`config.mk`:
```
export PLATFORM = sky130hd
export DESIGN_NAME = reg_array_seq
export DESIGN_NICKNAME = d
export VERILOG_FILES = /design/src/rtl/router_pkg.sv /design/src/rtl/kcnt_2d.sv /design/src/rtl/reg_array_seq.sv
export SDC_FILE = /design/constraint.sdc
export NUM_CORES = 1
export LEC_CHECK = 0
export ABC_AREA = 1
export ABC_CLOCK_PERIOD_IN_PS = 4600
export CAP_MARGIN = 20
export CORE_MARGIN = 5
export CORE_UTILIZATION = 58
export DETAILED_ROUTE_END_ITERATION = 8
export GPL_ROUTABILITY_DRIVEN = 1
export MAX_ROUTING_LAYER = met4
export PLACE_DENSITY = 0.84
export SLEW_MARGIN = 20
export SYNTH_ARGS = -nofsm -noshare
export SYNTH_HDL_FRONTEND = slang
export SYNTH_SLANG_ARGS = --single-unit
```
`constraint.sdc`:
```
create_clock -name clk -period 4.6 [get_ports clk]
set_input_delay 1.38 -clock clk [delete_from_list [all_inputs] [get_ports clk]]
set_output_delay 1.38 -clock clk [all_outputs]
set_load 0.02 [all_outputs]
```
`src/rtl/router_pkg.sv`:
```
// rtl/router_pkg.sv - shared command/state encodings for the data-router register array
package router_pkg;

    typedef enum logic [1:0] {
        CMD_IB = 2'b00,
        CMD_SF = 2'b01,
        CMD_IF = 2'b10,
        CMD_NE = 2'b11
    } reg_cmd_e;

    typedef enum logic [2:0] {
        S_IDLE,
        S_LOAD,
        S_SHIFT,
        S_FIFO,
        S_DRAIN
    } seq_state_e;

endpackage

```
`src/rtl/kcnt_2d.sv`:
```
// rtl/kcnt_2d.sv - nested kx/ky kernel coordinate counter with wrap and last flags
module kcnt_2d #(
    parameter int KSIZE = 3,
    parameter int KW    = 2
) (
    input  logic          clk,
    input  logic          rst,
    input  logic          i_clr,
    input  logic          i_en,
    output logic [KW-1:0] o_kx,
    output logic [KW-1:0] o_ky,
    output logic          o_kx_wrap,
    output logic          o_ky_wrap,
    output logic          o_last
);

    localparam logic [KW-1:0] LP_KMAX = KW'(KSIZE - 1);

    logic [KW-1:0] r_kx;
    logic [KW-1:0] r_ky;

    always_ff @(posedge clk) begin
        if (rst || i_clr) begin
            r_kx <= '0;
            r_ky <= '0;
        end else if (i_en) begin
            if (o_kx_wrap) begin
                r_kx <= '0;
                r_ky <= o_ky_wrap ? '0 : r_ky + KW'(1);
            end else begin
                r_kx <= r_kx + KW'(1);
            end
        end
    end

    assign o_kx      = r_kx;
    assign o_ky      = r_ky;
    assign o_kx_wrap = (r_kx == LP_KMAX);
    assign o_ky_wrap = (r_ky == LP_KMAX);
    assign o_last    = o_kx_wrap && o_ky_wrap;

endmodule

```
`src/rtl/reg_array_seq.sv`:
```
// rtl/reg_array_seq.sv - register-array command sequencer; REG_ARRAY_SEQ_PERF_EN adds stall/starve counters
module reg_array_seq
    import router_pkg::*;
#(
    parameter int KSIZE = 3,
    parameter int ROWW  = 8,
    parameter int KW    = 2
) (
    input  logic            clk,
    input  logic            rst,
    input  logic            start,
    input  logic [ROWW-1:0] cfg_orows,
    input  logic            buf_valid,
    output logic            buf_ready,
    output logic [1:0]      reg_array_cmd,
    output logic            pe_valid,
    input  logic            pe_ready,
    output logic [KW-1:0]   pe_kx,
    output logic [KW-1:0]   pe_ky,
    output logic            pe_last,
    output logic            busy,
    output logic            done
`ifdef REG_ARRAY_SEQ_PERF_EN
    ,
    output logic [31:0]     stall_cnt,
    output logic [31:0]     starve_cnt
`endif
);

    seq_state_e      r_state;
    reg_cmd_e        w_cmd;
    logic [ROWW-1:0] r_row;
    logic [ROWW-1:0] r_orows_m1;
    logic            r_pe_valid;
    logic            r_pe_last;
    logic [KW-1:0]   r_pe_kx;
    logic [KW-1:0]   r_pe_ky;

    logic            w_adv;
    logic            w_accept;
    logic            w_issue;
    logic            w_clr;
    logic            w_row_last;
    logic [KW-1:0]   w_kx;
    logic [KW-1:0]   w_ky;
    logic            w_kx_wrap;
    logic            w_ky_wrap;
    logic            w_klast;

    assign w_adv      = !r_pe_valid || pe_ready;
    assign w_accept   = r_pe_valid && pe_ready;
    assign w_clr      = (r_state == S_IDLE) && start;
    assign w_row_last = (r_row == r_orows_m1);

    // A stalled PE array freezes everything: no command may disturb the held window.
    always_comb begin
        w_cmd = CMD_NE;
        if (w_adv) begin
            case (r_state)
                S_LOAD:  if (buf_valid) w_cmd = CMD_IB;
                S_SHIFT: w_cmd = CMD_SF;
                S_FIFO:  w_cmd = CMD_IF;
                default: w_cmd = CMD_NE;
            endcase
        end
    end

    assign w_issue = (w_cmd != CMD_NE);

    kcnt_2d #(
        .KSIZE (KSIZE),
        .KW    (KW)
    ) u_kcnt (
        .clk       (clk),
        .rst       (rst),
        .i_clr     (w_clr),
        .i_en      (w_issue),
        .o_kx      (w_kx),
        .o_ky      (w_ky),
        .o_kx_wrap (w_kx_wrap),
        .o_ky_wrap (w_ky_wrap),
        .o_last    (w_klast)
    );

    always_ff @(posedge clk) begin
        if (rst) begin
            r_state    <= S_IDLE;
            r_row      <= '0;
            r_orows_m1 <= '0;
            r_pe_valid <= 1'b0;
            r_pe_last  <= 1'b0;
            r_pe_kx    <= '0;
            r_pe_ky    <= '0;
        end else begin
            if (w_issue) begin
                r_pe_valid <= 1'b1;
                r_pe_kx    <= w_kx;
                r_pe_ky    <= w_ky;
                r_pe_last  <= w_klast && w_row_last;
            end else if (w_accept) begin
                r_pe_valid <= 1'b0;
                r_pe_last  <= 1'b0;
            end

            // kx wrap marks the end of a kernel row; with KSIZE=1 IB/IF wrap immediately.
            case (r_state)
                S_IDLE: begin
                    if (start) begin
                        r_state    <= S_LOAD;
                        r_row      <= '0;
                        r_orows_m1 <= (cfg_orows == '0) ? '0 : cfg_orows - ROWW'(1);
                    end
                end
                S_LOAD, S_SHIFT, S_FIFO: begin
                    if (w_issue) begin
                        if (!w_kx_wrap) begin
                            r_state <= S_SHIFT;
                        end else if (!w_ky_wrap) begin
                            r_state <= S_FIFO;
                        end else if (!w_row_last) begin
                            r_row   <= r_row + ROWW'(1);
                            r_state <= S_LOAD;
                        end else begin
                            r_state <= S_DRAIN;
                        end
                    end
                end
                S_DRAIN: begin
                    if (w_accept) r_state <= S_IDLE;
                end
                default: r_state <= S_IDLE;
            endcase
        end
    end

    assign reg_array_cmd = w_cmd;
    assign buf_ready     = (w_cmd == CMD_IB);
    assign pe_valid      = r_pe_valid;
    assign pe_kx         = r_pe_kx;
    assign pe_ky         = r_pe_ky;
    assign pe_last       = r_pe_last;
    assign busy          = (r_state != S_IDLE);
    assign done          = (r_state == S_DRAIN) && w_accept;

`ifdef REG_ARRAY_SEQ_PERF_EN
    logic [31:0] r_stall_cnt;
    logic [31:0] r_starve_cnt;

    always_ff @(posedge clk) begin
        if (rst || w_clr) begin
            r_stall_cnt  <= '0;
            r_starve_cnt <= '0;
        end else begin
            if (r_pe_valid && !pe_ready && (r_stall_cnt != '1))
                r_stall_cnt <= r_stall_cnt + 32'd1;
            if ((r_state == S_LOAD) && !buf_valid && (r_starve_cnt != '1))
                r_starve_cnt <= r_starve_cnt + 32'd1;
        end
    end

    assign stall_cnt  = r_stall_cnt;
    assign starve_cnt = r_starve_cnt;
`endif

endmodule
```
======== Word-level counts from Yosys, hierarchy flattened ========
Index checks and enable logic that the tools add are counted.
storage, ports and cells
  register bits ........................... 29
  logic and storage cells ................. 68
  output and inout port bits .............. 11
cells by class
  multiplexer cells ....................... 22
  reduce and logical (&&, ||, !) cells .... 19
  equality and inequality tests ........... 14
  add/sub/neg operators ................... 4
operators by type and width
  cell                 number
  $mux 8               6
  $mux 3               6
  $pmux 8 s2           1
  $pmux 3 s3           1
  $add 8x1->8 const B  1
  $eq 8x8->1           1
  $logic_not 8->1      1
  $mux 2               4
  $ne 2x2->1 const B   4
  $sub 8x1->8 const B  1
  $eq 3x2->1 const B   2
  $ne 2x1->1 const B   3
  $pmux 2 s3           1
  $reduce_and 6->1     1
  $logic_and 1x1->1    5
  $add 2x1->2 const B  2
  $eq 2x2->1 const B   2
  $reduce_and 2->1     2
  $reduce_bool 2->1    2
  $eq 3x1->1 const B   1
  $eq 3x3->1 const B   1
  $logic_not 3->1      1
  $mux 1               3
  $reduce_and 3->1     1
  other kinds (5)      6

======== Depth between registers and ports, before layout ========
Gate-level depths: netlist of run 1.
  depth in word-level cells ............... 6
  gate-level depth with buffers ........... 12
  mapped depth without buffers ............ 12

======== Cells and area by module ========
A second synthesis of run 1 with hierarchy kept.
second synthesis, totals
  cell total of the unflattened synthesis .. 263
  area total of the unflattened synthesis .. 1665.3 um2
modules (own cells, without submodules)
  module         area an instance (um2)  cells an instance  times used
  reg_array_seq  1463.9                  232                1
  kcnt_2d        201.4                   31                 1

======== Worst setup path after synthesis of run 1 ========
No wires, ideal clock.
  kind .................................... input to output
  start ................................... input pe_ready
  end ..................................... output buf_ready
  slack ................................... 1.128 ns
  arrival ................................. 2.092 ns
  cell stages on the path ................. 4
  path through ............................ inv_1 nand2_1 nand3_2 nor2_1
between the ends
  cells in the longest elaborated chain, start to end .. 3
ends and longest elaborated chain
  element               line                  source
  from (decl)           reg_array_seq.sv:17   input logic pe_ready,
  $logic_or 1x1->1      reg_array_seq.sv:50   assign w_adv = !r_pe_valid || pe_ready;
  $mux 2                reg_array_seq.sv:58   if (w_adv) begin
  net reg_array_cmd[0]  reg_array_seq.sv:15   output logic [1:0] reg_array_cmd,
  $logic_not 2->1       reg_array_seq.sv:137  assign buf_ready = (w_cmd == CMD_IB);
  to (decl)             reg_array_seq.sv:14   output logic buf_ready,
The timed path passes the listed nets, and every way through them passes these cells.

======== Worst setup path in the final report of run 1 ========
  start ................................... input pe_ready
  end ..................................... output buf_ready
between the ends
  cells in the longest elaborated chain, start to end .. 3
ends and longest elaborated chain
  element           line
  $logic_or 1x1->1  reg_array_seq.sv:50
  $mux 2            reg_array_seq.sv:58
  $logic_not 2->1   reg_array_seq.sv:137
No other way between the ends.

==> impl_metrics.env, run 1 <==
export IMPL_status="finished clean"
export IMPL_rows=19
export IMPL_synthMuxAreaShare_pct=0
export IMPL_die_y_um=63.89
export IMPL_cts_tree="yes"
export IMPL_wire_per_inst_um=11.00
export IMPL_ys_ff_latch=29
export IMPL_dieArea_sq_mm=0.004081
export IMPL_grt_pass1_vias=1508
export IMPL_htree_levels=2
export IMPL_area_delta_synth_final_pct=19.47
export IMPL_postSynth_asyncResetShare_pct=0
export IMPL_hold_buffers=0
export IMPL_r2r_end="r_row[0]$_SDFFE_PP0P_"
export IMPL_synth_top_area_share_pct=34.47
export IMPL_drt_total_wl_um=3499
export IMPL_dp_cells=310
export IMPL_cts_buffer_depth=2
export IMPL_setup_slack_ps=286.3
export IMPL_yosys_area_top_type="dfxtp_1"
export IMPL_endpoint_kind="primary output"
export IMPL_antenna_violating_nets_post_route=0
export IMPL_rsz0062_at_grt="false"
export IMPL_holdCritPathClass="reg -> reg"
export IMPL_pwr_density_cell_mw_per_mm2=657.7
export IMPL_synth_nets=275
export IMPL_coreArea_sq_mm=0.002781
export IMPL_min_from="pe_kx[0]$_SDFFE_PP0P_"
export IMPL_multi_input_comb_area_sq_um=934.6
export IMPL_antenna_found_initial=0
export IMPL_fmax_ghz=0.2318
export IMPL_p_leak_nw=0.8517
export IMPL_post_place_ws_ps=276.8
export IMPL_synth_top_flop_cell="dfxtp_1"
export IMPL_vias=1622
export IMPL_ys_warn_count=0
export IMPL_cts_setup_buffers=0
export IMPL_worst_pin_slew_ps=798.0
export IMPL_cap_violations=0
export IMPL_antenna_cells=0
export IMPL_post_dp_hpwl_um=2701
export IMPL_portBuffers=23
export IMPL_layout_nets=302
export IMPL_cts_resized=0
export IMPL_final_setup_tns_ps=0
export IMPL_synth_fa_ha_area_share_pct=2.229
export IMPL_grt_pass1_wl_um=6375
export IMPL_worstPathRequired_ps=3220
export IMPL_peakVddDrop_uv=467.9
export IMPL_synth_xor_area_share_pct=3.120
export IMPL_synth_top_family_by_area="simple AND/OR/NAND/NOR gates"
export IMPL_post_synth_inst_count=259
export IMPL_drc=0
export IMPL_drt_pass1_iter_count=6
export IMPL_globalRouteOverflowTotal=0
export IMPL_r2r_slack_ps=2920
export IMPL_hold_viol=0
export IMPL_seqCellArea_sq_um=580.6
export IMPL_place_congestion=0.8232
export IMPL_clk_pin_slew_worst_paths_ps=90
export IMPL_fin_crit_ps=4314
export IMPL_die_x_um=63.89
export IMPL_via_per_inst=5.101
export IMPL_top_level_ports=24
export IMPL_yosysSeqAreaShare_pct=34.47
export IMPL_startpoint_type="input pin"
export IMPL_netlist_cell_type_count=29
export IMPL_syn_area_per_cell_sq_um=6.502
export IMPL_fin_crit_sh_pct=93.78
export IMPL_drv_slew=0
export IMPL_cts_sinks=29
export IMPL_n_fill_cell=231
export IMPL_startpoint="pe_ready"
export IMPL_final_setup_viol_count=0
export IMPL_crit_path_end="buf_ready"
export IMPL_synth_compound_area_share_pct=12.04
export IMPL_start_util_pct=60.55
export IMPL_synth_simple_area_share_pct=38.11
export IMPL_grt_max_degree=16
export IMPL_finClkSkew_ps=3.768
export IMPL_arrival_ps=2930
export IMPL_reg2reg_depth=9
export IMPL_grt_usage_pct=19.57
export IMPL_cts_buffers=5
export IMPL_synth_edf_count=0
export IMPL_synth_cell_area_sq_mm=0.001684
export IMPL_r2r_start="r_state[1]$_SDFFE_PP0P_"
export IMPL_drive_gt1_share_pct=8.711
export IMPL_yosys_top_cells_area="dfxtp_1 (34%), nand2_1 (15%), nor2_1 (8.0%), inv_1 (7.1%), nand3_1 (5.6%)"
export IMPL_instances_no_fill=318
export IMPL_initialDrtViolationCount=125
export IMPL_clkLatencyLatePin_ps=320
export IMPL_worstPathMaxFanout=4
export IMPL_maxSlewHeadroom_pct=46.10
export IMPL_crit_type="in -> out"
export IMPL_clk_root_buffer_cell="clkbuf_4"
## synth_stat cells, types with 2 or more instances
master	n
a21oi_1	17
dfxtp_1	29
ha_1	3
inv_1	32
inv_2	5
nand2_1	67
nand2_2	3
nand2_4	2
nand3_1	19
nand3_2	2
nand4_1	2
nor2_1	36
nor2_2	2
nor3_1	5
o21ai_0	14
o22ai_1	4
xnor2_1	5
## cell families (layout without fill, tap and decap cells)
logic type	count (synthesis)	after routing
xor gates and xnor gates	6	6
buffers and inverters	40	68
DFF	29	29
and+or+nand+nor	143	143
AOI/OAI and AO/OA	38	38
adders and majority gates	3	3
## where the power goes
| group | switching (W) | internal [W] | total, W |
|---|---|---|---|
| Clock | 0.0000906 | 0.000129 | 0.000220 |
| Sequential | 0.0000626 | 0.000326 | 0.000389 |
| Combinational | 0.000456 | 0.000259 | 0.000715 |
| Total | 0.000609 | 0.000714 | 0.00132 |
## layout by cell type, fill, tap and decap left out, drive strengths merged
| cell | count |
|---|---|
| o41ai | 1 |
| a21oi | 17 |
| o22ai | 4 |
| o21ai | 14 |
| ha | 3 |
| nor2 | 39 |
| nor3 | 5 |
| xnor2 | 5 |
| dfxtp | 29 |
| inv | 37 |
| nand2 | 72 |
| bufinv | 1 |
| nand4 | 2 |
| a31oi | 1 |
| clkinvlp | 1 |
| clkdlybuf4s50 | 23 |
| nand3b | 1 |
| xor2 | 1 |
| or2 | 2 |
| clkbuf | 6 |
| nand3 | 22 |
| a211oi | 1 |
## worst min path at each step
stage | to | cells after the start
after floorplan | r_orows_m1[1]$_SDFFE_PP0P_ | 2
after global placement | pe_kx[0]$_SDFFE_PP0P_ | 2
after detailed placement | pe_kx[0]$_SDFFE_PP0P_ | 2
after CTS | pe_kx[0]$_SDFFE_PP0P_ | 2
after global routing | pe_kx[0]$_SDFFE_PP0P_ | 2
final | pe_kx[0]$_SDFFE_PP0P_ | 2
## sequential cells by signal (all words and copies together) (netlist names)
register,count
pe_last,1
r_row,8
r_orows_m1,8
pe_ky,2
pe_kx,2
pe_valid,1
u_kcnt.o_ky,2
r_state,3
u_kcnt.o_kx,2
## through the flow
stage / util, % / hold slack, ps / instance area, sq um / total power [W]
finish: 72.33 / 473.5 / 2012 / 0.001323
global route: 72.33 / 494.8 / 2012 / 0.001445
CTS: 72.33 / 477.0 / 2012 / 0.001328
detailed placement: 69.14 / 462.9 / 1923 / 0.001103
global placement: 69.14 / 453.3 / 1923 / 0.001089
floorplan: - / 448.6 / 1684 / 0.0009253
## routing by layer
layer	vias up	GRT usage [%]	wire [um]
li1	883	-	-
met1	697	23.66	1642
met2	40	31.78	1651
met3	2	4.904	189
met4	0	6.234	16
met5	-	-	0
## area by class of cell
class	instances	area share (%)
clock buffers	6	2.550
clock inverters	2	1.866
inverters	37	6.903
multi-input cells	190	46.46
flip-flops and latches	29	28.86
well taps	31	1.928
repair buffers	23	11.44
## worst max-delay path, cell delays in order
cell,delay (ps)
clkdlybuf4s50_1,480
inv_1,40
nand2_1,150
nand3_2,150
nor2_1,130
clkdlybuf4s50_1,610
Note: power is estimated with default switching activity, not from simulation.
==> run 2, diff against run 1 <==
ABC_AREA = not set   (was 1)
CORE_UTILIZATION = 57   (was 58)
PLACE_DENSITY = 0.83   (was 0.84)
==> run 2 against run 1 <==
  * Routed wire length is 0.20% higher
  * Synthesized cell count fell by 27%
  * Cell area decreased by 5.2%
  * Clock power fell by 32%
  * Sequential share of layout area increased by 1.6 points
  * Global-route usage down 0.77 points
  * Setup slack got worse by 170 ps
  * First-iteration DRC count fell by 67%
  * Register-to-register slack got worse by 310 ps
  * Synthesized area down 3.0%
==> impl_metrics.env, run 2 <==
export IMPL_status="finished clean"
export IMPL_htree_levels=2
export IMPL_mostFrequentLayoutCell="dfxtp_1"
export IMPL_fin_crit_sh_pct=97.53
export IMPL_cts_tree="yes"
export IMPL_antenna_found_initial=0
export IMPL_synth_nets=204
export IMPL_startpoint_type="input pin"
export IMPL_synth_xor_area_share_pct=7.504
export IMPL_worst_pin_slew_ps=643.3
export IMPL_multi_input_comb_area_sq_um=972.2
export IMPL_globalRouteOverflowTotal=0
export IMPL_finClkSkew_ps=13.36
export IMPL_yosys_area_top_type="dfxtp_1"
export IMPL_layout_nets=227
export IMPL_hold_buffers=0
export IMPL_synth_cell_area_sq_mm=0.001634
export IMPL_crit_type="in -> out"
export IMPL_syn_area_per_cell_sq_um=8.692
export IMPL_synth_compound_area_share_pct=19.07
export IMPL_drt_total_wl_um=3506
export IMPL_place_congestion=0.8184
export IMPL_yosysSeqAreaShare_pct=35.53
export IMPL_netlist_cell_type_count=48
export IMPL_hold_viol=0
export IMPL_coreArea_sq_mm=0.002758
export IMPL_fin_crit_ps=4486
export IMPL_yosys_top_cells_area="dfxtp_1 (36%), xnor2_1 (6.4%), nor2_1 (5.7%), nand2_1 (5.5%), mux2i_1 (3.1%)"
export IMPL_n_fill_cell=218
export IMPL_post_synth_inst_count=188
export IMPL_peakVddDrop_uv=275.1
export IMPL_grt_usage_pct=18.80
export IMPL_drc=0
export IMPL_clk_pin_slew_worst_paths_ps=90
export IMPL_drv_slew=0
export IMPL_die_x_um=63.54
export IMPL_cpMaxStageDelayCell="clkdlybuf4s50_1"
export IMPL_worstPathRequired_ps=3220
export IMPL_fmax_ghz=0.2229
export IMPL_portBuffers=23
export IMPL_grt_max_degree=15
export IMPL_synth_simple_area_share_pct=26.88
export IMPL_ys_ff_latch=29
export IMPL_cts_buffer_depth=2
export IMPL_cts_resized=0
export IMPL_final_setup_tns_ps=0
export IMPL_path_cells="clkdlybuf4s50_1 -> nor2b_1 -> nor2_1 -> o211ai_1 -> clkdlybuf4s50_1"
export IMPL_area_delta_synth_final_pct=16.69
export IMPL_cp_slowest_stage_delay_ps=630
export IMPL_synth_top_family_by_area="simple AND/OR/NAND/NOR gates"
export IMPL_reg_top3="r_orows_m1 x8, r_row x8, r_state x3"
export IMPL_synth_top_area_share_pct=35.53
export IMPL_antenna_cells=0
export IMPL_post_place_ws_ps=122.6
export IMPL_drive_gt1_share_pct=12.26
export IMPL_synth_top_flop_cell="dfxtp_1"
export IMPL_top_level_ports=24
export IMPL_path_common_cell="clkdlybuf4s50_1"
export IMPL_ys_warn_count=0
export IMPL_postSynth_asyncResetShare_pct=0
export IMPL_initialDrtViolationCount=41
export IMPL_arrival_ps=3110
export IMPL_die_y_um=63.54
export IMPL_start_util_pct=59.26
export IMPL_setup_slack_ps=113.7
export IMPL_cap_violations=0
export IMPL_wire_per_inst_um=14.43
export IMPL_holdCritPathClass="reg -> reg"
export IMPL_rsz0062_at_grt="false"
export IMPL_rows=19
export IMPL_cts_sinks=29
export IMPL_layout_common_cells="dfxtp_1 (29), nor2_1 (25), nand2_1 (24), clkdlybuf4s50_1 (23), xnor2_1 (12)"
export IMPL_clkLatencyLatePin_ps=340
export IMPL_endpoint_kind="primary output"
export IMPL_synth_fa_ha_area_share_pct=2.297
export IMPL_via_per_inst=5.856
export IMPL_synthMuxAreaShare_pct=3.752
export IMPL_cts_buffers=5
export IMPL_synth_edf_count=0
export IMPL_grt_pass1_vias=1336
export IMPL_antenna_violating_nets_post_route=0
export IMPL_clk_root_buffer_cell="clkbuf_4"
export IMPL_worstPathMaxFanout=6
export IMPL_vias=1423
export IMPL_synthTopCellsByCount="dfxtp_1 (29), nor2_1 (25), nand2_1 (24)"
export IMPL_grt_pass1_wl_um=5947
export IMPL_pwr_density_cell_mw_per_mm2=324.2
export IMPL_fin_hold_ws_ps=484.4
export IMPL_maxSlewHeadroom_pct=56.78
export IMPL_dieArea_sq_mm=0.004037
export IMPL_final_util_pct=69.15
export IMPL_seqCellArea_sq_um=580.6
export IMPL_drt_pass1_iter_count=4
export IMPL_synth_most_common_cell="dfxtp_1"
export IMPL_final_setup_viol_count=0
export IMPL_post_dp_hpwl_um=2722
export IMPL_p_leak_nw=0.7017
export IMPL_cts_setup_buffers=0
-- run 2: worst paths after layout --
| kind | slack [ps] | startpoint | cells after the start | end |
|---|---|---|---|---|
| worst max-delay path | 110 | pe_ready | 5 | reg_array_cmd[0] |
| worst min-delay path | 480 | r_orows_m1[3]$_SDFFE_PP0P_ | 2 | r_orows_m1[3]$_SDFFE_PP0P_ |
| worst max register to register | 2610 | r_state[0]$_SDFFE_PP0P_ | 5 | u_kcnt.o_ky[1]$_SDFFE_PP0P_ |
| worst min register to register | 480 | r_orows_m1[3]$_SDFFE_PP0P_ | 2 | r_orows_m1[3]$_SDFFE_PP0P_ |
-- run 2: area by class of cell --
class | count | area share (%)
Clock inverter | 3 | 0.9186
Clock buffer | 5 | 1.969
Inverter | 8 | 1.575
Timing Repair Buffer | 23 | 12.07
Multi-Input combinational cell | 144 | 50.98
Tap cell | 31 | 2.034
Sequential cell | 29 | 30.45
-- run 2: routing by layer --
layer	part of all wire, %	global-route usage, %
met5	0	-
met4	1.7	7.273
met3	5.8	6.039
met2	49	31.60
met1	43	20.48
-- run 2: power by group --
| part | internal, W | leakage (nW) | switching (W) |
|---|---|---|---|
| Combinational | 0.0000780 | 0.435 | 0.000101 |
| Clock | 0.0000574 | 0.0310 | 0.0000914 |
| Sequential | 0.000267 | 0.235 | 0.0000233 |
| Total | 0.000402 | 0.702 | 0.000216 |
-- run 2: cell families after synthesis --
group / after synthesis
AOI/OAI and AO/OA: 39
xor gates and xnor gates: 14
adders and majority gates: 3
buffers and inverters: 15
DFF: 29
muxes: 6
and+or+nand+nor: 82
-- run 2: per-stage QoR --
stage	area, sq um	cells	power (W)
floorplan	1634	188	0.0004274
global placement	1852	235	0.0004676
detailed placement	1852	235	0.0004743
CTS	1907	243	0.0006247
global route	1907	243	0.0006562
finish	1907	243	0.0006182
-- run 2: critical path, delay by kind of cell --
| kind | cells | cell delay (ps) |
|---|---|---|
| buffers and inverters | 2 | 1080 |
| AOI/OAI and AO/OA | 1 | 110 |
| and+or+nand+nor | 2 | 530 |
